$ cat src/rtl/display_pkg.sv
// Shared constants, state encoding and view lookup
// for the debug display sequencer.
package display_pkg;

  localparam int SEQ_LEN = 8;
  localparam int SEL_W   = 11;
  localparam int IDX_W   = 3;

  localparam logic [SEL_W-1:0] SEL_RF = 11'd0;
  localparam logic [SEL_W-1:0] SEL_PC = 11'd10;
  localparam logic [SEL_W-1:0] SEL_IR = 11'd11;
  localparam logic [SEL_W-1:0] SEL_RA = 11'd12;
  localparam logic [SEL_W-1:0] SEL_RB = 11'd13;
  localparam logic [SEL_W-1:0] SEL_RZ = 11'd14;
  localparam logic [SEL_W-1:0] SEL_RM = 11'd15;
  localparam logic [SEL_W-1:0] SEL_RY = 11'd16;

  typedef enum logic [1:0] {
    MANUAL = 2'd0,
    AUTO   = 2'd1,
    HOLD   = 2'd2
  } scan_state_e;

  function automatic logic [SEL_W-1:0] idx_to_sel(
    input logic [IDX_W-1:0] idx
  );
    logic [SEL_W-1:0] sel;
    sel = SEL_RF;
    unique case (idx)
      3'd0: sel = SEL_RF;
      3'd1: sel = SEL_PC;
      3'd2: sel = SEL_IR;
      3'd3: sel = SEL_RA;
      3'd4: sel = SEL_RB;
      3'd5: sel = SEL_RZ;
      3'd6: sel = SEL_RM;
      3'd7: sel = SEL_RY;
    endcase
    return sel;
  endfunction

endpackage

$ cat src/rtl/display_scan_ctrl_dwell_timer.sv
// Free-running dwell counter with clear/enable and
// a terminal-count pulse, shared with the digit scanner.
module dwell_timer #(
  parameter int CNT_W = 26,
  parameter int TERM  = 50_000_000
) (
  input  logic clk,
  input  logic rst_n,
  input  logic clr,
  input  logic en,
  output logic expire,
  output logic tick
);

  localparam logic [CNT_W-1:0] LAST = CNT_W'(TERM - 1);
  localparam logic [CNT_W-1:0] ONE  = CNT_W'(1);

  logic [CNT_W-1:0] cnt_q, cnt_d;
  logic             tick_q, tick_d;

  // clear wins over enable so a manual step never double-steps
  always_comb begin
    expire = en & ~clr & (cnt_q == LAST);
    cnt_d  = cnt_q;
    if (clr || expire) begin
      cnt_d = '0;
    end else if (en) begin
      cnt_d = cnt_q + ONE;
    end
    tick_d = expire;
  end

  always_ff @(posedge clk or negedge rst_n) begin
    if (!rst_n) begin
      cnt_q  <= '0;
      tick_q <= 1'b0;
    end else begin
      cnt_q  <= cnt_d;
      tick_q <= tick_d;
    end
  end

  assign tick = tick_q;

endmodule

$ cat src/rtl/display_scan_ctrl.sv
// Debug display view sequencer: auto/manual stepping
// through the mux views with a hold/snapshot function.
module display_scan_ctrl
  import display_pkg::*;
#(
  parameter int DWELL_CYCLES = 50_000_000,
  parameter int CNT_W        = 26
) (
  input  logic             clk,
  input  logic             reset_n,
  input  logic             auto_en,
  input  logic             step_pulse,
  input  logic             back_pulse,
  input  logic             hold,
  input  logic [31:0]      hex_in,
  output logic [SEL_W-1:0] select,
  output logic [IDX_W-1:0] stage_index,
  output logic             dwell_tick,
  output logic             frozen,
  output logic [31:0]      hex_latched
);

  localparam logic [IDX_W-1:0] IDX_ONE = IDX_W'(1);

  scan_state_e      state_q, state_d;
  logic [IDX_W-1:0] idx_q, idx_d;
  logic [SEL_W-1:0] sel_q, sel_d;
  logic [31:0]      hex_q, hex_d;

  logic holding;
  logic entering;
  logic leaving;
  logic fwd;
  logic rev;
  logic any_pulse;
  logic tmr_clr;
  logic tmr_en;
  logic tmr_exp;
  logic tmr_tick;

  dwell_timer #(
    .CNT_W (CNT_W),
    .TERM  (DWELL_CYCLES)
  ) u_dwell (
    .clk    (clk),
    .rst_n  (reset_n),
    .clr    (tmr_clr),
    .en     (tmr_en),
    .expire (tmr_exp),
    .tick   (tmr_tick)
  );

  // mode is decided from this cycle's inputs: hold > auto_en
  always_comb begin
    state_d = MANUAL;
    if (hold) begin
      state_d = HOLD;
    end else if (auto_en) begin
      state_d = AUTO;
    end
  end

  always_comb begin
    holding   = (state_q == HOLD);
    entering  = hold & ~holding;
    leaving   = ~hold & holding;
    fwd       = step_pulse & ~back_pulse;
    rev       = back_pulse & ~step_pulse;
    any_pulse = step_pulse | back_pulse;

    tmr_en  = (state_d == AUTO);
    tmr_clr = (state_d == MANUAL) |
              (tmr_en & (any_pulse | leaving));

    idx_d = idx_q;
    if (!hold) begin
      if (fwd) begin
        idx_d = idx_q + IDX_ONE;
      end else if (rev) begin
        idx_d = idx_q - IDX_ONE;
      end else if (tmr_exp) begin
        idx_d = idx_q + IDX_ONE;
      end
    end

    sel_d = idx_to_sel(idx_d);
    hex_d = entering ? hex_in : hex_q;
  end

  always_ff @(posedge clk or negedge reset_n) begin
    if (!reset_n) begin
      state_q <= MANUAL;
      idx_q   <= '0;
      sel_q   <= '0;
      hex_q   <= '0;
    end else begin
      state_q <= state_d;
      idx_q   <= idx_d;
      sel_q   <= sel_d;
      hex_q   <= hex_d;
    end
  end

  assign select      = sel_q;
  assign stage_index = idx_q;
  assign dwell_tick  = tmr_tick;
  assign frozen      = holding;
  assign hex_latched = hex_q;

endmodule

$ cat config.mk
export PLATFORM = sky130hd
export DESIGN_NAME = display_scan_ctrl
export DESIGN_NICKNAME = d
export VERILOG_FILES = /design/src/rtl/display_pkg.sv /design/src/rtl/display_scan_ctrl_dwell_timer.sv /design/src/rtl/display_scan_ctrl.sv
export SDC_FILE = /design/constraint.sdc
export NUM_CORES = 1
export LEC_CHECK = 0
export CAP_MARGIN = 20
export CORE_ASPECT_RATIO = 1.5
export CORE_UTILIZATION = 35
export CTS_BUF_LIST = sky130_fd_sc_hd__clkbuf_8
export CTS_CLUSTER_DIAMETER = 30
export DETAILED_ROUTE_END_ITERATION = 12
export PLACE_DENSITY = 0.66
export SETUP_SLACK_MARGIN = 0.5
export SYNTH_ARGS = -nofsm -noshare
export SYNTH_HDL_FRONTEND = slang
export SYNTH_SLANG_ARGS = --single-unit
$ cat constraint.sdc
create_clock -name clk -period 5.7 [get_ports clk]
set_clock_uncertainty 0.05 [all_clocks]
set_input_delay 1.14 -clock clk [delete_from_list [all_inputs] [get_ports clk]]
set_output_delay 1.14 -clock clk [all_outputs]
set_load 0.01 [all_outputs]
[Word level (Yosys, flattened, before mapping)]
Memory sizes are Yosys's and may differ from the RTL's. A register that Yosys moved wholly into a read port is not among the register bits.
Index checks and enable logic that the tools add are counted.
Cells by class
  multiplexer cells: 8
  reductions and logical operators: 4
  add/sub/neg operators: 3
  equality and inequality tests: 3
  bitwise operators: 15
Operator list (count)
  $mux 26: 2
  $add 26x1->26 const B: 1
  $eq 26x26->1 const B: 1
  $mux 3: 4
  $and 1x1->1: 7
  $not 1->1: 5
  $add 3x1->3 const B: 1
  $or 1x1->1: 3
  $sub 3x1->3 const B: 1
  $eq 2x1->1 const B: 1
  $eq 2x2->1 const B: 1
  $logic_not 2->1: 1
  $mux 2: 1
  $reduce_bool 2->1: 1
  $logic_not 1->1: 1
  $logic_or 1x1->1: 1
  $mux 1: 1
Storage, ports and cells
  word-level logic and storage cells: 40
  bits in read-only memories: 40
  memories kept: 1
  register bits: 75
Memory list
  (name not given): words 8, bits a word 5, read ports 1, clocked after Yosys merged registers in 1, write ports 0, RTL line display_pkg.sv:29  | unique case (idx)

[Longest topological paths before layout]
Gate-level depths: netlist of the first run.
  word-level depth: 12
  depth in mapped cells: 9

[Hierarchy]
A second synthesis of the first run with hierarchy kept.
Unflattened totals
  cells, all modules: 267
  area, all modules: 3175.5 µm²
Modules (own cells, without submodules)
  display_scan_ctrl: area an instance 1790.5 µm², sequential area each 1051.0 µm², times used 1, cells each 126
  dwell_timer: area an instance 1385.1 µm², sequential area each 675.6 µm², times used 1, cells each 141

[Least setup slack after synthesis of the first run]
No wires, ideal clock.
  kind: input to register
  from: in hold
  to: reg sel_q[0] (netlist: select[0])
  arrival: 2.813 ns
  slack: 2.712 ns
  library setup time: 0.125 ns
  stages: 8
  path through: buf_2 -> and4bb_1 -> and4_2 -> a31oi_1 -> mux2i_1 -> a221o_1 -> ha_1 -> mux2_4
Between the ends
  longest elaborated chain between the ends: 12
Ends and longest elaborated chain
  from (decl): RTL line display_scan_ctrl.sv:14  | input logic hold,
  $not 1->1: RTL line display_scan_ctrl.sv:66  | leaving = ~hold & holding;
  $and 1x1->1: RTL line display_scan_ctrl.sv:66
  $or 1x1->1: RTL line display_scan_ctrl.sv:73  | (tmr_en & (any_pulse | leaving));
  $and 1x1->1: RTL line display_scan_ctrl.sv:73
  $or 1x1->1: RTL line display_scan_ctrl.sv:72  | tmr_clr = (state_d == MANUAL) |
  $not 1->1: RTL line display_scan_ctrl_dwell_timer.sv:23  | expire = en & ~clr & (cnt_q == LAST);
  $and 1x1->1 (2 in series): RTL line display_scan_ctrl_dwell_timer.sv:23
  $mux 3: RTL line display_scan_ctrl.sv:81  | end else if (tmr_exp) begin
  $mux 3: RTL line display_scan_ctrl.sv:79  | end else if (rev) begin
  $mux 3: RTL line display_scan_ctrl.sv:77  | if (fwd) begin
  $mux 3 (*): RTL line display_scan_ctrl.sv:76  | if (!hold) begin
  via idx_d[1]: RTL line display_scan_ctrl.sv:26  | logic [IDX_W-1:0] idx_q, idx_d;
  to (decl): RTL line display_scan_ctrl.sv:27  | logic [SEL_W-1:0] sel_q, sel_d;
The timed path passes the listed nets; every way through them passes the cells marked *.
A chain may end at the register's enable or synchronous reset.

[Final worst setup path of the first run]
Same ends and word-level chain as after synthesis.

==> results of run 1 <==
-- state kept, by name, indices dropped and copies added, names as in the netlist --
signal and flops:
stage_index 3, u_dwell.cnt_q 26, state_q 2, select 5
hex_latched 32, u_dwell.tick 1
-- worst register-to-register path, stage by stage, from the launching register on --
cell and delay, ns:
dfrtp_1 0.41, ha_1 0.26, and4b_1 0.24, and3_1 0.20, a31oi_1 0.27, mux2i_1 0.14, a221o_1 0.35, ha_1 0.22
mux2_4 0.26
-- layout make-up --
cell class	count	area, µm²	share of cell area [%]
clock buffers	11	151.4	3.476
multi-input cells	196	1479	33.96
repair buffers	82	808.3	18.56
inverters	8	30.03	0.6895
clock inverters	5	20.02	0.4596
well taps	112	140.1	3.217
flip-flops and latches	69	1727	39.64
-- routing by layer --
layer  global-route usage (%)  up-vias  wire length [µm]  share of wire (%)
li1                         -     1140                 -                  -
met1                    18.58     1155              2890                 41
met2                    25.99       70              3511                 50
met3                    4.586       19               367                5.3
met4                    8.004        0               216                3.1
met5                        0        -                 0                  0
-- cells in the final DEF (no fill, tap or decap), types with 4 or more instances in the layout --
cell             instances
inv_1                   12
conb_1                   6
clkbuf_8                11
nand2_1                 14
dfrtp_1                 69
xor2_1                   9
mux2i_1                  4
ha_1                     7
and3_1                   5
nor2_1                  33
nand3_1                 11
nor4_1                   8
nor3_1                   4
xnor2_1                 15
mux2_2                  32
clkdlybuf4s50_1         78
-- worst max-delay path by stage --
stage / from / endpoint / depth (start not counted)
2_1_floorplan: hold / select[0] / 8
3_3_place_gp: hold / select[0] / 8
3_5_place_dp: hold / select[0] / 8
4_1_cts: hold / select[0] / 8
5_1_grt: hold / select[0] / 8
6_report: hold / select[0] / 8
-- logic make-up (layout without fill, tap and decap cells) --
family                   Yosys count  in the layout  synth area share (%)
XOR/XNOR                          24             24                 6.314
AO/OA/AOI/OAI                     19             19                 4.773
AND/OR/NAND/NOR                  103            103                 17.55
adder cells (fa/ha/maj)            7              7                 2.630
other                              1              6                0.1126
flip-flops                        69             69                 51.86
buffers and inverters             27            106                 4.284
multiplexers                      37             37                 12.48
-- through the flow --
step | instances | setup slack [ns] | instance area (µm²) | power [mW]
final | 483 | 2.094 | 4355 | 1.246
after global routing | 483 | 2.026 | 4355 | 1.317
after CTS | 483 | 2.132 | 4355 | 1.264
after detailed placement | 467 | 1.766 | 4184 | 0.9121
after global placement | 467 | 1.847 | 4184 | 0.9045
after floorplan | 292 | 2.712 | 3348 | 0.7382
-- power by group --
part	internal (mW)	switching, mW	total (mW)
logic	0.188	0.129	0.317
registers	0.548	0.0325	0.581
clock network	0.175	0.174	0.348
total	0.911	0.335	1.25
==> flow_summary.ini, run 1 <==
[critical_path]
cp.buffers_inverters = 1
cp.arrival_ns = 3.79
r2r_end = select[0]
r2r_start = u_dwell.cnt_q[0]
crit_chain = clkdlybuf4s50_1, and4bb_1, and4_2, a31oi_1, mux2i_1, a221o_1, ha_1, mux2_4
startpoint_type = input port
end_kind = flop
critPathTopFamily = buffers and inverters
r2r_cells = 8
reg2reg_slack_ns = 3.18
path_class = in -> reg
crit_fanout = 18
crit_slowest_cell = clkdlybuf4s50_1
worstPathRequired_ns = 5.88
slowest_delay_ns = 0.84

[floorplan]
dieArea_um2 = 9915
die_height_um = 121.5
fp-row-count = 43
die_w_um = 81.64
start_util_pct = 35.98
io_pins = 86
core_area_um2 = 9254

[clock_network]
clk_latency_ns = 0.35
ctsHoldBuffers = 0
cts_setup_buffers = 0
clockBufferDepth = 2
cts_resized = 0
numCtsBuffers = 9
cts-root-buf = clkbuf_8
clkSlewWorstSetupHoldPaths_ns = 0.07
h-tree-depth = 3
cts_tree = built
cts_sinks = 69

[synth]
seq_area_frac_synth_pct = 51.86
synth_cell_types = 53
synth_top_area_cell = dfrtp_1
synth-seq-cells = 69
synth_edf_count = 0
yosysMostFrequentCell = dfrtp_1
avgSynthCellArea_um2 = 11.60
syn_inst = 287
synth_top_area_share_pct = 51.86
synth_area_leaders = dfrtp_1, mux2_2, xnor2_1
syn-cell-area_um2 = 3329
ys_async_sr_fraction_pct = 100.0
ys_warn_count = 0
ys_top_cells_by_count = dfrtp_1, nor2_1, mux2_2
synthFlopType = dfrtp_1

[global_route]
track_usage_pct = 15.90
grt_max_degree = 70
grt_pass1_wl_um = 11840
overflow = 0
antenna_found_initial = 0
grt_pass1_vias = 2519

[placed_design]
io_buffers = 79
gp_congestion = 0.8538
dpl.hpwl_um = 4968

[sta]
rsz0062_at_grt = false
worstMarginPinSlew_ns = 0.8785
min_period_ns = 3.606
finalSetupViolCount = 0
whs_ns = 0.4520
fin_crit_sh_pct = 63.26
max_freq_mhz = 277.3
slew_violations = 0
slew_headroom_pct = 41.43
fin_setup_tns_ns = 0
hold_viol = 0

[hold_path]
hold_path_end = hex_latched[26]
min_from = hex_latched[26]
hold_depth = 1
hp-class = reg -> reg

[finish]
area_growth_pct = 30.82
nets = 411
final_core_util_pct = 47.07
drive_gt1_share_pct = 17.25
fillers = 842
diodes = 0

[pwr]
peakVddDrop_uv = 136.1
p_per_area_nw_per_um2 = 286.1
p_leak_nw = 1.856

[routing]
drt_iter0_markers = 107
drc_errors = 0
ant_nets = 0
wl_per_cell_um = 14.46
routed-via-count = 2384
first_pass_iters = 4
wirelength_um = 6985
vias_per_cell = 4.936

[run]
drv_cap = 0

[outcome]
status = completed
(Power assumes the default switching activity.)
==> run 2, diff against run 1 <==
- clock period: 5.7 -> 3.8 ns (I/O delays scaled with it)
==> run 2 against run 1 <==
Non-clock buffer count up 2. Final area grew 0.66%. Utilization is 0.31 points higher. Via count is 1.0% higher. First-iteration DRC count is 36% lower. Clock power rose by 52%. Die area unchanged. Wire length decreased by 0.26%. Sequential share of layout area fell by 0.26 points. Critical path depth did not move. Cell count increased by 0.41%. Sequential power grew 50%. Critical path type unchanged. Largest power group unchanged. Highest routed layer unchanged.
==> flow_summary.ini, run 2 (same netlist as run 1, synthesis figures left out) <==
[outcome]
status = completed

[finish]
diodes = 0
nets = 413
fin_cells = 485
drive_gt1_share_pct = 18.50
fillers = 864
largest_reg_flops = 32
area_growth_pct = 31.68
layout_commonest_cell = clkdlybuf4s50_1
final_cell_mix = clkdlybuf4s50_1, dfrtp_1, nor2_1, mux2_2, xnor2_1
multi_input_area_um2 = 1479
layout.area.seq_um2 = 1727

[routing]
wl_per_cell_um = 14.36
routed-via-count = 2408
first_pass_iters = 4
drt_iter0_markers = 68
vias_per_cell = 4.965
ant_nets = 0
wirelength_um = 6967
drc_errors = 0

[clock_network]
cts_sinks = 69
cts_tree = built
clk_latency_ns = 0.34
clockBufferDepth = 2
ctsHoldBuffers = 0
cts-root-buf = clkbuf_8
clkSlewWorstSetupHoldPaths_ns = 0.07
h-tree-depth = 3
cts_resized = 0
cts_setup_buffers = 0
numCtsBuffers = 9

[run]
drv_cap = 0

[global_route]
antenna_found_initial = 0
grt_max_degree = 33
grt_pass1_wl_um = 11490
overflow = 0
grt_pass1_vias = 2400
track_usage_pct = 15.57

[placed_design]
dp_cells = 468
place_ws_ns = 0.5632
dpl.hpwl_um = 5162
io_buffers = 79
gp_congestion = 0.7474

[sta]
finalWorstSetupSlack_ns = 0.9998
finalSetupViolCount = 0
min_period_ns = 2.800
fin_setup_tns_ns = 0
fin_crit_sh_pct = 73.69
max_freq_mhz = 357.1
rsz0062_at_grt = false
slew_violations = 0
hold_viol = 0

[critical_path]
crit_fanout = 9
slowest_delay_ns = 0.63
crit_slowest_cell = clkdlybuf4s50_1
startpoint_type = input port
crit_chain = clkdlybuf4s50_1, nor2_1, a31o_2, a31oi_1, mux2i_1, a221o_1, ha_1, mux2_4
cp.arrival_ns = 2.99
worstPathRequired_ns = 3.99
end_kind = flop
path_class = in -> reg

[pwr]
p_per_area_nw_per_um2 = 427.9
p_seq_share_pct = 46.5
p_leak_nw = 1.860
power_frac_clock_pct = 28.1
peakVddDrop_uv = 192.1
combPwrFrac_pct = 25.3
p_sw_share_pct = 26.83
p_sw_mw = 0.5034
p_int_mw = 1.373

[floorplan]
die_height_um = 121.5
fp-row-count = 43
core_area_um2 = 9254
io_pins = 86
dieArea_um2 = 9915
die_w_um = 81.64
start_util_pct = 35.98

[hold_path]
hp-class = in -> async
-- run 2: cell count changes in the layout (fill, tap and decap cells not counted) --
cell / delta
inv_1: -3
clkinv_2: +2
buf_4: +1
buf_8: +1
clkinvlp_4: +1
-- run 2: layout make-up --
| type | instances | area share, % |
|---|---|---|
| Sequential cell | 69 | 39.38 |
| Multi-Input combinational cell | 196 | 33.73 |
| Timing Repair Buffer | 84 | 18.95 |
| Clock buffer | 11 | 3.453 |
| Tap cell | 112 | 3.196 |
| Inverter | 8 | 0.6849 |
| Clock inverter | 5 | 0.5993 |
-- run 2: through the flow --
step	util (%)	hold slack (ns)	total power, mW	instance area [µm²]
after global placement	45.29	0.4370	1.360	4192
final	47.38	0.2475	1.876	4384
after detailed placement	45.29	0.4450	1.369	4192
after floorplan	-	0.4144	1.107	3348
after global routing	47.38	0.2550	1.985	4384
after CTS	47.21	0.2459	1.908	4369
-- run 2: layer usage --
| layer | up-vias | track usage, % | share of wire (%) |
|---|---|---|---|
| li1 | 1152 | - | - |
| met1 | 1167 | 18.06 | 41 |
| met2 | 72 | 26.09 | 52 |
| met3 | 17 | 3.835 | 5.1 |
| met4 | 0 | 7.785 | 2.2 |
| met5 | - | 0 | 0 |
-- run 2: power by group through the flow --
stage,Clock [mW],Sequential [mW],Combinational [mW]
after global placement,0,0.885,0.475
final,0.528,0.873,0.475
after global routing,0.584,0.886,0.516
after detailed placement,0,0.888,0.481
after floorplan,0,0.922,0.185
after CTS,0.552,0.875,0.482
-- run 2: worst max-delay path: cells and delay by family --
family / cells / cell delay (ns)
adder cells (fa/ha/maj): 1 / 0.22
AO/OA/AOI/OAI: 3 / 0.86
buffers and inverters: 1 / 0.63
multiplexers: 2 / 0.40
AND/OR/NAND/NOR: 1 / 0.11
-- run 2: path summary, 6_finish.rpt --
path | endpoint | slack, ns | start | cells past startpoint
setup / recovery | select[0] | 1.0 | back_pulse | 8
min in group clk | hex_latched[0] | 0.46 | hex_latched[0] | 1
max in group asynchronous | hex_latched[27] | 2.76 | reset_n | 2
hold reg to reg | hex_latched[0] | 0.46 | hex_latched[0] | 1
setup reg to reg | select[0] | 1.36 | u_dwell.cnt_q[0] | 8
hold / removal | stage_index[1] | 0.25 | reset_n | 1
==> run 3, diff against run 2 <==
- clock period: 3.8 -> 2.6 ns (I/O delays scaled with it)
==> run 3 against run 2 <==
Global-route usage is 0.73 points higher. Non-clock buffer count is 23 higher. Combinational power rose by 64%. Setup slack worse by 0.58 ns. Utilization is 2.9 points higher.
==> flow_summary.ini, run 3 (same netlist as run 1, synthesis figures left out) <==
[placed_design]
gp_congestion = 0.8663
dp_cells = 482
io_buffers = 79
dpl.hpwl_um = 5384

[finish]
layout_commonest_cell = clkdlybuf4s50_1
final_cell_mix = clkdlybuf4s50_1, dfrtp_1, nor2_1, mux2_2, buf_4
nets = 436
fin_cells = 508
diodes = 0
area_growth_pct = 39.72
drive_gt1_share_pct = 26.52
largest_reg_flops = 32

[clock_network]
clkSlewWorstSetupHoldPaths_ns = 0.07
cts-root-buf = clkbuf_8
h-tree-depth = 3
cts_sinks = 69
ctsHoldBuffers = 0
clk_latency_ns = 0.35
clockBufferDepth = 2
cts_tree = built
numCtsBuffers = 9

[critical_path]
crit_chain = and4_2, and4_4, a31oi_4, mux2i_1, a221o_1, ha_2, mux2_4
end_kind = flop
startpoint_type = flop
startpoint = u_dwell.cnt_q[20]
slowest_delay_ns = 0.41
reg2reg_slack_ns = 0.42
crit_fanout = 5
r2r_cells = 7
worstPathRequired_ns = 2.79
r2r_end = select[0]
r2r_start = u_dwell.cnt_q[20]
cp.arrival_ns = 2.37
crit_slowest_cell = dfrtp_1
path_class = reg -> reg

[routing]
wl_per_cell_um = 14.81
first_pass_iters = 4
vias_per_cell = 4.953
drc_errors = 0
wirelength_um = 7525
ant_nets = 0
drt_iter0_markers = 68
routed-via-count = 2516

[sta]
fin_setup_tns_ns = 0
finalSetupViolCount = 0
slew_headroom_pct = 62.72
max_freq_mhz = 458.8
min_period_ns = 2.179
slew_violations = 0
hold_viol = 0
whs_ns = 0.1086
rsz0062_at_grt = true
worstMarginPinSlew_ns = 0.5592
fin_crit_sh_pct = 83.82

[global_route]
overflow = 0
grt_max_degree = 33
track_usage_pct = 16.30
grt_pass1_vias = 2608
grt_pass1_wl_um = 11970
antenna_found_initial = 0

[pwr]
totalPowerFinal_mw = 2.821
p_per_area_nw_per_um2 = 606.3
p_leak_nw = 2.001
peakVddDrop_uv = 270.6

[floorplan]
start_util_pct = 35.98
die_height_um = 121.5
die_w_um = 81.64
dieArea_um2 = 9915
core_area_um2 = 9254
fp-row-count = 43
io_pins = 86

[hold_path]
hp-class = in -> async

[run]
drv_cap = 0

[outcome]
status = completed
run 3: cell count changes in the layout (fill, tap and decap cells not counted), sizes merged:
cell           delta
buf              +23
inv               +3
clkinv            -2
clkinvlp          -1
clkdlybuf4s50     -5
dlygate4sd2       +5
run 3: worst max-delay path by stage:
stage	to	slack (ns)	cells past startpoint
floorplan	select[0]	0.34	8
global placement	select[0]	-0.04	8
detailed placement	select[0]	-0.07	8
CTS	select[0]	0.42	7
global route	select[0]	0.30	7
finish	select[0]	0.42	7
run 3: critical path, delay by kind of cell, from the launching register on:
kind                     cells  cell delay [ns]
adder cells (fa/ha/maj)      1             0.19
AO/OA/AOI/OAI                2             0.41
multiplexers                 2             0.40
AND/OR/NAND/NOR              2             0.60
flip-flops                   1             0.41
run 3: final cells by class:
| class | instances | area (µm²) |
|---|---|---|
| fill | 841 | 4602 |
| sequential | 69 | 1733 |
| multi-input combinational | 196 | 1559 |
| timing repair buffer | 107 | 1018 |
| clock buffer | 11 | 151.4 |
| tap | 112 | 140.1 |
| inverter | 8 | 30.03 |
| clock inverter | 5 | 20.02 |
run 3: report_power, final:
group	switching, mW	total [mW]	internal, mW
clock network	0.380	0.763	0.383
registers	0.0735	1.28	1.20
logic	0.309	0.781	0.471
total	0.763	2.82	2.06
run 3: timing repair:
item,4_1_cts,5_1_grt
gates resized for setup,11,11
endpoints found under the setup margin,7,5
pin swaps,8,5
gates cloned,0,0
buffers inserted,7,3
run 3: stage by stage:
step | utilization [%] | setup slack [ns] | area (µm²)
floorplan | - | 0.3399 | 3377
global placement | 46.90 | -0.03911 | 4340
detailed placement | 46.90 | -0.07143 | 4340
CTS | 49.45 | 0.4225 | 4576
global route | 50.27 | 0.3041 | 4652
finish | 50.27 | 0.4206 | 4652
run 3: routing by layer:
layer / routed length (µm) / vias to the layer above / track usage [%]
li1: - / 1198 / -
met1: 3083 / 1231 / 17.97
met4: 246 / 0 / 10.53
met2: 3889 / 69 / 28.13
met5: 0 / - / 0
met3: 306 / 18 / 2.632
